**src/rtl/seg_scan_ctl.sv**
```systemverilog
// Multiplexed N-digit 7-segment controller: hex or decimal (sequential double-dabble)
// display with refresh prescaler, PWM brightness, decimal points and leading-zero blanking.
module seg_scan_ctl #(
  parameter int unsigned NDIG       = 8,
  parameter int unsigned CLK_DIV    = 1024,
  parameter int unsigned ACTIVE_LOW = 1
) (
  input  logic              i_clk,
  input  logic              i_rst_n,
  input  logic              i_load,
  input  logic [4*NDIG-1:0] i_val,
  input  logic              i_dec,
  input  logic              i_lz,
  input  logic [NDIG-1:0]   i_dp,
  input  logic [2:0]        i_bright,
  output logic              o_busy,
  output logic              o_ovf,
  output logic [NDIG-1:0]   o_ctl,
  output logic [7:0]        o_seg
);

  localparam int unsigned VW = 4 * NDIG;
  localparam int unsigned PW = (CLK_DIV > 1) ? $clog2(CLK_DIV) : 1;
  localparam int unsigned TW = PW + 1;
  localparam int unsigned IW = (NDIG > 1) ? $clog2(NDIG) : 1;
  localparam int unsigned CW = $clog2(VW + 1);
  localparam logic [NDIG-1:0] CTL_OFF = (ACTIVE_LOW != 0) ? {NDIG{1'b1}} : {NDIG{1'b0}};
  localparam logic [7:0]      SEG_OFF = (ACTIVE_LOW != 0) ? 8'hFF : 8'h00;

  logic [PW-1:0]   presc_q, presc_d;
  logic [IW-1:0]   idx_q, idx_d;
  logic [VW-1:0]   shown_q, shown_d;
  logic [NDIG-1:0] dp_q, dp_d;
  logic            lz_q, lz_d;
  logic            ovf_q, ovf_d;
  logic            busy_q, busy_d;
  logic [VW-1:0]   bin_q, bin_d;
  logic [VW-1:0]   bcd_q, bcd_d;
  logic [CW-1:0]   cnt_q, cnt_d;
  logic            covf_q, covf_d;
  logic [NDIG-1:0] pdp_q, pdp_d;
  logic            plz_q, plz_d;
  logic [NDIG-1:0] ctl_q, ctl_d;
  logic [7:0]      seg_q, seg_d;

  logic [VW-1:0]   adj_c;
  logic [NDIG-1:0] blank_c;
  logic [TW-1:0]   thr_c;
  logic [3:0]      nib_c;
  logic [7:0]      seg_hi_c;
  logic [NDIG-1:0] ctl_hi_c;
  logic            nz_c;

  function automatic logic [6:0] glyph(input logic [3:0] n);
    case (n)
      4'h0: glyph = 7'h3F;  4'h1: glyph = 7'h06;  4'h2: glyph = 7'h5B;  4'h3: glyph = 7'h4F;
      4'h4: glyph = 7'h66;  4'h5: glyph = 7'h6D;  4'h6: glyph = 7'h7D;  4'h7: glyph = 7'h07;
      4'h8: glyph = 7'h7F;  4'h9: glyph = 7'h6F;  4'hA: glyph = 7'h77;  4'hB: glyph = 7'h7C;
      4'hC: glyph = 7'h39;  4'hD: glyph = 7'h5E;  4'hE: glyph = 7'h79;  default: glyph = 7'h71;
    endcase
  endfunction

  // Refresh prescaler and digit index
  always_comb begin
    presc_d = presc_q + PW'(1);
    idx_d   = idx_q;
    if (presc_q == PW'(CLK_DIV - 1)) begin
      presc_d = '0;
      idx_d   = (idx_q == IW'(NDIG - 1)) ? '0 : idx_q + IW'(1);
    end
  end

  // Double-dabble correction: +3 on every BCD digit >= 5 before shifting
  always_comb begin
    adj_c = bcd_q;
    for (int k = 0; k < NDIG; k++) begin
      if (bcd_q[4*k +: 4] >= 4'd5) adj_c[4*k +: 4] = bcd_q[4*k +: 4] + 4'd3;
    end
  end

  always_comb begin
    shown_d = shown_q;
    dp_d    = dp_q;
    lz_d    = lz_q;
    ovf_d   = ovf_q;
    busy_d  = busy_q;
    bin_d   = bin_q;
    bcd_d   = bcd_q;
    cnt_d   = cnt_q;
    covf_d  = covf_q;
    pdp_d   = pdp_q;
    plz_d   = plz_q;
    if (busy_q) begin
      // Final cycle swaps the whole converted result in at once
      if (cnt_q == CW'(VW)) begin
        shown_d = bcd_q;
        ovf_d   = covf_q;
        dp_d    = pdp_q;
        lz_d    = plz_q;
        busy_d  = 1'b0;
      end else begin
        bcd_d  = {adj_c[VW-2:0], bin_q[VW-1]};
        bin_d  = {bin_q[VW-2:0], 1'b0};
        covf_d = covf_q | adj_c[VW-1];
        cnt_d  = cnt_q + CW'(1);
      end
    end else if (i_load) begin
      if (i_dec) begin
        busy_d = 1'b1;
        bin_d  = i_val;
        bcd_d  = '0;
        cnt_d  = '0;
        covf_d = 1'b0;
        pdp_d  = i_dp;
        plz_d  = i_lz;
      end else begin
        shown_d = i_val;
        dp_d    = i_dp;
        lz_d    = i_lz;
        ovf_d   = 1'b0;
      end
    end
  end

  // Digit k blanks when it and every digit above it are zero (digit 0 never blanks)
  always_comb begin
    nz_c    = 1'b0;
    blank_c = '0;
    for (int k = NDIG - 1; k >= 0; k--) begin
      nz_c       = nz_c | (|shown_q[4*k +: 4]);
      blank_c[k] = lz_q && !nz_c && (k != 0);
    end
  end

  always_comb begin
    thr_c    = TW'((TW'(i_bright) + TW'(1)) * TW'(CLK_DIV / 8));
    nib_c    = shown_q[{idx_q, 2'b00} +: 4];
    seg_hi_c = ovf_q ? 8'h40 : blank_c[idx_q] ? 8'h00 : {dp_q[idx_q], glyph(nib_c)};
    ctl_hi_c = ({1'b0, presc_q} < thr_c) ? (NDIG'(1) << idx_q) : '0;
    ctl_d    = (ACTIVE_LOW != 0) ? ~ctl_hi_c : ctl_hi_c;
    seg_d    = (ACTIVE_LOW != 0) ? ~seg_hi_c : seg_hi_c;
  end

  always_ff @(posedge i_clk or negedge i_rst_n) begin
    if (!i_rst_n) begin
      presc_q <= '0;
      idx_q   <= '0;
      shown_q <= '0;
      dp_q    <= '0;
      lz_q    <= 1'b0;
      ovf_q   <= 1'b0;
      busy_q  <= 1'b0;
      bin_q   <= '0;
      bcd_q   <= '0;
      cnt_q   <= '0;
      covf_q  <= 1'b0;
      pdp_q   <= '0;
      plz_q   <= 1'b0;
      ctl_q   <= CTL_OFF;
      seg_q   <= SEG_OFF;
    end else begin
      presc_q <= presc_d;
      idx_q   <= idx_d;
      shown_q <= shown_d;
      dp_q    <= dp_d;
      lz_q    <= lz_d;
      ovf_q   <= ovf_d;
      busy_q  <= busy_d;
      bin_q   <= bin_d;
      bcd_q   <= bcd_d;
      cnt_q   <= cnt_d;
      covf_q  <= covf_d;
      pdp_q   <= pdp_d;
      plz_q   <= plz_d;
      ctl_q   <= ctl_d;
      seg_q   <= seg_d;
    end
  end

  assign o_busy = busy_q;
  assign o_ovf  = ovf_q;
  assign o_ctl  = ctl_q;
  assign o_seg  = seg_q;

endmodule

```
**config.mk**
```make
export PLATFORM = sky130hd
export DESIGN_NAME = seg_scan_ctl
export DESIGN_NICKNAME = d
export VERILOG_FILES = /design/src/rtl/seg_scan_ctl.sv
export SDC_FILE = /design/constraint.sdc
export NUM_CORES = 1
export LEC_CHECK = 0
export CAP_MARGIN = 20
export CELL_PAD_IN_SITES_DETAIL_PLACEMENT = 1
export CELL_PAD_IN_SITES_GLOBAL_PLACEMENT = 2
export CORE_UTILIZATION = 38
export DETAILED_ROUTE_END_ITERATION = 8
export GPL_TIMING_DRIVEN = 0
export PLACE_DENSITY_LB_ADDON = 0.1
export SYNTH_ARGS = -nofsm -noshare
export SYNTH_HDL_FRONTEND = slang
export SYNTH_SLANG_ARGS = --single-unit
```
**constraint.sdc**
```tcl
create_clock -name i_clk -period 2.7 [get_ports i_clk]
set_clock_uncertainty 0.1 [all_clocks]
set_input_delay 0.405 -clock i_clk [delete_from_list [all_inputs] [get_ports i_clk]]
set_output_delay 0.405 -clock i_clk [all_outputs]
set_load 0.02 [all_outputs]
```
# Word level (Yosys, flattened, before mapping)
# Memories as Yosys holds them, arrays and structs flattened.
# Index checks and enable logic that the tools add are counted.
# word_totals
reg_bits	152
rom_bits	112
in_bits	48
out_inout_bits	18
word_cells	135
memories	1
# op_classes
add_sub_neg	12
n_lt_le_gt_ge	10
n_eq_ne	6
n_shift	2
n_mux	53
n_bitwise	10
reduce_logical	26
# memory_table
memory	depth	width	rd	rd_clocked_by_memory_dff	wr	line_no	rtl
(name not given)	16	7	1	0	0	55	case (n)
# ops
op	n
32-bit 2-to-1 mux	12
8-bit 2-to-1 mux	7
4-bit by 2-bit adder with 4-bit output (second input constant)	8
4-bit by 3-bit greater-or-equal comparator with 1-bit output (second input constant)	8
4-bit 2-to-1 mux	8
32-bit by 6-bit variable part select with 4-bit output	1
4-bit OR reduction	7
6-bit 2-to-1 mux	4
1-bit 2-to-1 mux	18
8-bit inverter	2
10-bit by 11-bit less-than comparator with 1-bit output	1
10-bit by 1-bit adder with 10-bit output (second input constant)	1
10-bit equality test (second input constant)	1
10-bit 2-to-1 mux	1
3-bit AND reduction	3
1-bit by 3-bit << shifter with 8-bit output (first input constant)	1
1-bit logical AND	7
1-bit logical NOT	7
1-bit bitwise OR	7
6-bit by 1-bit adder with 6-bit output (second input constant)	1
1-bit binary-select mux with 3-bit select	2
6-bit equality test (second input constant)	1
3-bit by 1-bit adder with 4-bit output (second input constant)	1
3-bit by 4-bit less-than comparator with 1-bit output (second input constant)	1
other kinds (7)	9

# Longest topological paths before layout
# logic_depth
depth_word	14
ltp_mapped	9
ltp_nobuf	8

# Worst setup path before layout
# Ideal clock, no wire load.
# synth_timing
path_type	flip-flop to flip-flop
start	register idx_q[1]
end	register seg_q[4] (netlist: o_seg[4])
setup_time_ns	0.091
t_arrival_ns	2.015
required_time_ns	2.509
setup_slack_ns	0.494
stages_incl_launch_ff	9
path_buffers	1
period_less_slack_ns	2.206
cell_sequence	dfrtp_1 > buf_6 > mux4_1 > mux2_2 > inv_1 > ha_1 > a21oi_1 > a22oi_1 > nand2_1
# synth_via
elab_chain_cells	5
elab_cells_between_ends	7
cone_classes	shift (1); mux (4); bitwise (1); memory (1)
# synth_rtl
element	line_no	rtl
start, declared	31	logic [IW-1:0] idx_q, idx_d;
start signal, assigned	163	idx_q <= idx_d;
32-bit by 6-bit variable part select with 4-bit output / 1-bit binary-select mux with 3-bit select (equally long branches)	137, 138	
memory 16 x 7 bit / 1-bit 2-to-1 mux (equally long branches)	n/a	
8-bit 2-to-1 mux * (2 in a row)	138	seg_hi_c = ovf_q ? 8'h40 : blank_c[idx_q] ? 8'h00 : {dp_q[idx_q], glyph(nib_c)};
8-bit inverter *	141	seg_d = (ACTIVE_LOW != 0) ? ~seg_hi_c : seg_hi_c;
via seg_d[4]	44	logic [7:0] seg_q, seg_d;
end signal, assigned	176	seg_q <= seg_d;
end, declared	44	
# Mark *: on every way through the listed nets, which the timed path passes. The rest lies on a longest branch. The select of a mux whose other input is x is not followed.
# A chain may end at the register's enable or synchronous reset.

# Worst setup path after layout
# Ends and elaborated chain as after synthesis.

==> summary.txt <==
Timing
  • F_max: about 400 MHz
  • Minimum clock period: 2521 ps
  • Setup slack of the critical path after layout: about 180 ps
  • Post-route fraction of the period consumed by the critical path: approximately 93%
  • Pins Over Slew Limit: 0
  • Worst hold slack: about 380 ps
  • Total count of hold-check failures in the final report: 0
  • Remaining max-slew budget at the tightest pin: about 47%
  • Setup repair after global routing missed its margin: false
  • Worst-Margin Slew: around 790 ps
  • Setup violators final: 0

Place
  • Worst setup slack after placement: slightly below 20 ps
  • Detailed placement HPWL: 15840 um
  • Total of buffers placed on input and output ports: 65
  • Final weighted congestion in routability-driven placement: 0.7817

CTS
  • Total clock buffers created by CTS: 17
  • Clock tree from TritonCTS: built
  • CTS Sinks: around 150
  • Root buffer selected by CTS: sky130_fd_sc_hd__clkbuf_16
  • Clock latency of the later-clocked register in the worst-skew pair: around 430 ps
  • Clock-pin slew of the registers on the worst-case setup and hold paths: roughly 60 ps
  • Setup repair bufs after CTS: 0
  • # H-tree levels: 4
  • Buffer depth of the longest clock path: 2

Logic synthesis
  • Most common flop cell mapped by yosys: sky130_fd_sc_hd__dfrtp_1
  • Number of warnings printed during yosys synthesis: 0
  • Synth Register Bits: approximately 150
  • Number of enable flip-flop cells after synthesis: 0
  • Most frequent cell after synthesis: sky130_fd_sc_hd__dfrtp_1
  • Leading post-synthesis cells by instance count: 136 x sky130_fd_sc_hd__dfrtp_1, 129 x sky130_fd_sc_hd__nand2_1, 65 x sky130_fd_sc_hd__nor2_1
  • Fraction of registers with async set/reset: 100.0%
  • Cell Area, Synth: between 0.007 and 0.008 mm2
  • Syn avg cell area: between 10 and 15 um2
  • Count of cell types in the netlist: 45
  • Post-Syn Nets: 845
  • Cell taking the most area after synthesis: sky130_fd_sc_hd__dfrtp_1
  • Post-synth top area share: around 44%
  • Cell types occupying the most area after synthesis: sky130_fd_sc_hd__dfrtp_1 44%, sky130_fd_sc_hd__nand2_1 6.3%, sky130_fd_sc_hd__mux2i_1 5.8%, sky130_fd_sc_hd__ha_1 5.5%, sky130_fd_sc_hd__dfstp_2 5.5%
  • Sequential element share of the synthesized area: approximately half
  • Gate count after technology mapping: around 760

Power and ir drop
  • Clock network fraction of design power: 23.1%
  • Power spent charging and discharging nets: ~0.0044 W
  • Portion of total power attributed to combinational logic: between 40% and 50%
  • Internal Pwr Total: 0.006680 W
  • Net Sw Frac: between 30% and 40%
  • Lkg Pwr: 4.266 nW
  • Power share of the sequential group: a little under two fifths
  • Peak supply drop: between 0.0005 and 0.0006 V
  • Power density of the placed cells: about 1200 mW/mm2

Setup path
  • Critical path fanouts, max: 10
  • Startpoint of the worst register-to-register path: idx_q[1]$_DFFE_PN0N_
  • Kind of start point of the critical path: flip-flop
  • Cells traversed along the worst timing path: buf_6, mux4_1, mux2_2, inv_1, ha_1, a21oi_1, a22oi_1, nand2_1
  • Endpoint of the most critical register-to-register path: o_seg[4]$_DFF_PN1_
  • WS Path Type: flip-flop to flip-flop
  • Data required time at the worst endpoint: 2940 ps
  • Minimum setup slack among reg-to-reg paths: ~180 ps
  • Critical Path Slowest Stage Cell: sky130_fd_sc_hd__mux4_1
  • Register-to-Register Path Depth: 8
  • Crit-path max cell delay: 580 ps
  • Endpoint arrival time on the critical path: roughly 2800 ps
  • Type of element capturing the critical path: flip-flop

Run status
  • Outcome: complete, no violations

Final layout
  • Fraction of layout instances using a drive strength above 1: under 10%
  • Multi-input gate area in the final layout: 0.003586 mm2
  • Relative area change from synthesis to final layout: 21.41%
  • Inserted Diodes: 0
  • Area used by sequential logic in the layout: between 0.003 and 0.004 mm2
  • Fin nets: 930
  • FILL cells: approximately 2300

Global routing
  • Vias in the first global route: around 6600
  • Global-route wire length before repair: around 35000 um
  • Remaining global-route overflow: 0
  • Largest net degree at the start of global routing: approximately 80
  • GR Util All Layers: a little under a quarter
  • Initial antenna violation count: 0

Floorplanning
  • Initial core utilization: ~40%
  • Count of pins on the block boundary: 66
  • Die H: between 100 and 150 um
  • Row count: a little over 50
  • Horizontal die dimension: around 140 um
  • Area of the core: slightly below 0.02 mm2
  • Area enclosed by the die boundary: about 0.021 mm2

Route
  • Wire length per cell: 19.36 um
  • Detailed-routing iteration count for the pre-antenna-repair pass: 4
  • Top routing layer in use: met4
  • Detailed Route WL: approximately 22000 um
  • Routed via count: ~6100
  • Antenna-violating nets left: 0
  • Detailed route wirelength on metal3: approximately 790 um
  • Via density per instance: 5.380
  • Iteration-0 DRC Markers: roughly 300
  • DRT met1 WL: between 9000 and 10000 um
  • Metal2 WL: 10790 um
  • DRC viols: 0

Hold path
  • Hold-critical path depth: 2
  • WHS Endpoint: bin_q[17]$_DFFE_PN0P_
  • Classification of the worst-slack hold path: flip-flop to flip-flop
  • Hold Crit Start: bin_q[17]$_DFFE_PN0P_

Flow run
  • Maximum Capacitance Violations: 0
[layout by cell type (no fill, tap or decap), drive strengths merged, types with 12 or more instances in the layout]
cell type and n:
dfrtp 136, nand2 129, nor2 65, clkdlybuf4s50 64, a21oi 62, mux2i 47
clkbuf 46, o21ai 36, ha 34, a22oi 33, inv 28, nand3 26
buf 22, dfstp 16, xor2 15, xnor2 12
[worst max-delay path: cells and delay by family (launching register included)]
family,cells,cell delay (ps)
AND/OR/NAND/NOR,1,80
adder cells (fa/ha/maj),1,200
flip-flops,1,460
AO/OA/AOI/OAI,2,310
buffers and inverters,2,340
multiplexers,2,930
[routing by layer]
layer	global-route usage (%)	vias to the layer above
met5	0	-
met3	3.543	25
met4	8.366	0
met2	38.16	108
li1	-	2831
met1	29.68	3094
[layout make-up]
class                      count  share of cell area [%]
clock inverter                 7                   1.204
buffer                        41                   1.980
tap                          265                   3.546
multi-input combinational    541                   38.35
timing repair buffer          67                   7.373
inverter                      28                   1.124
clock buffer                  25                   5.513
sequential                   152                   40.91
[state kept, by name, summed over array words and instances, names as in the netlist]
register and count:
shown_q 32, cnt_q 6, o_busy 1, pdp_q 8, o_ctl 8, plz_q 1, bin_q 32, dp_q 8
o_seg 8, idx_q 3, lz_q 1, presc_q 10, covf_q 1, bcd_q 32, o_ovf 1
[repair_timing]
item / CTS / global route
gates resized for setup: 0 / 2
endpoints found under the hold margin: 74 / 0
setup endpoints to repair: 0 / 17
hold buffers: 1 / 0
[logic make-up (layout without fill, tap and decap cells)]
logic type / after synthesis / in the layout / share of synthesized area (%)
simple gates: 251 / 251 / 13.68
compound gates: 169 / 169 / 13.97
flops: 152 / 152 / 49.65
buf+inv: 70 / 168 / 3.818
mux: 60 / 60 / 10.28
fa+ha+maj: 34 / 34 / 5.524
xor+xnor: 27 / 27 / 3.071
[per-stage QoR]
stage               util [%]  cells  cell area (um2)  power, W  TNS, ps
finish                 47.57   1126             9350   0.01103        0
global route           47.57   1126             9350   0.01186        0
CTS                    47.57   1127             9350   0.01113        0
detailed placement     44.33   1094             8712  0.008522        0
global placement       44.18   1093             8683  0.008260  -763240
floorplan                  -    763             7701  0.006963        0
[how the worst max path moves through the flow]
stage,startpoint,end,depth (start not counted)
CTS,idx_q[1]$_DFFE_PN0N_,o_seg[5]$_DFF_PN1_,7
floorplan,idx_q[1]$_DFFE_PN0N_,o_seg[4]$_DFF_PN1_,8
finish,idx_q[1]$_DFFE_PN0N_,o_seg[4]$_DFF_PN1_,8
global placement,i_rst_n,bin_q[12]$_DFFE_PN0P_,1
global route,o_busy$_DFF_PN0_,bin_q[29]$_DFFE_PN0P_,9
detailed placement,i_dec,bin_q[23]$_DFFE_PN0P_,7
[power by group through the flow]
stage | combinational, W | sequential [W] | clock, W
3_3_place_gp | 0.00422 | 0.00404 | 0
6_report | 0.00443 | 0.00406 | 0.00254
5_1_grt | 0.00500 | 0.00419 | 0.00268
3_5_place_dp | 0.00444 | 0.00409 | 0
4_1_cts | 0.00447 | 0.00406 | 0.00259
2_1_floorplan | 0.00307 | 0.00389 | 0
(Power assumes the default switching activity.)
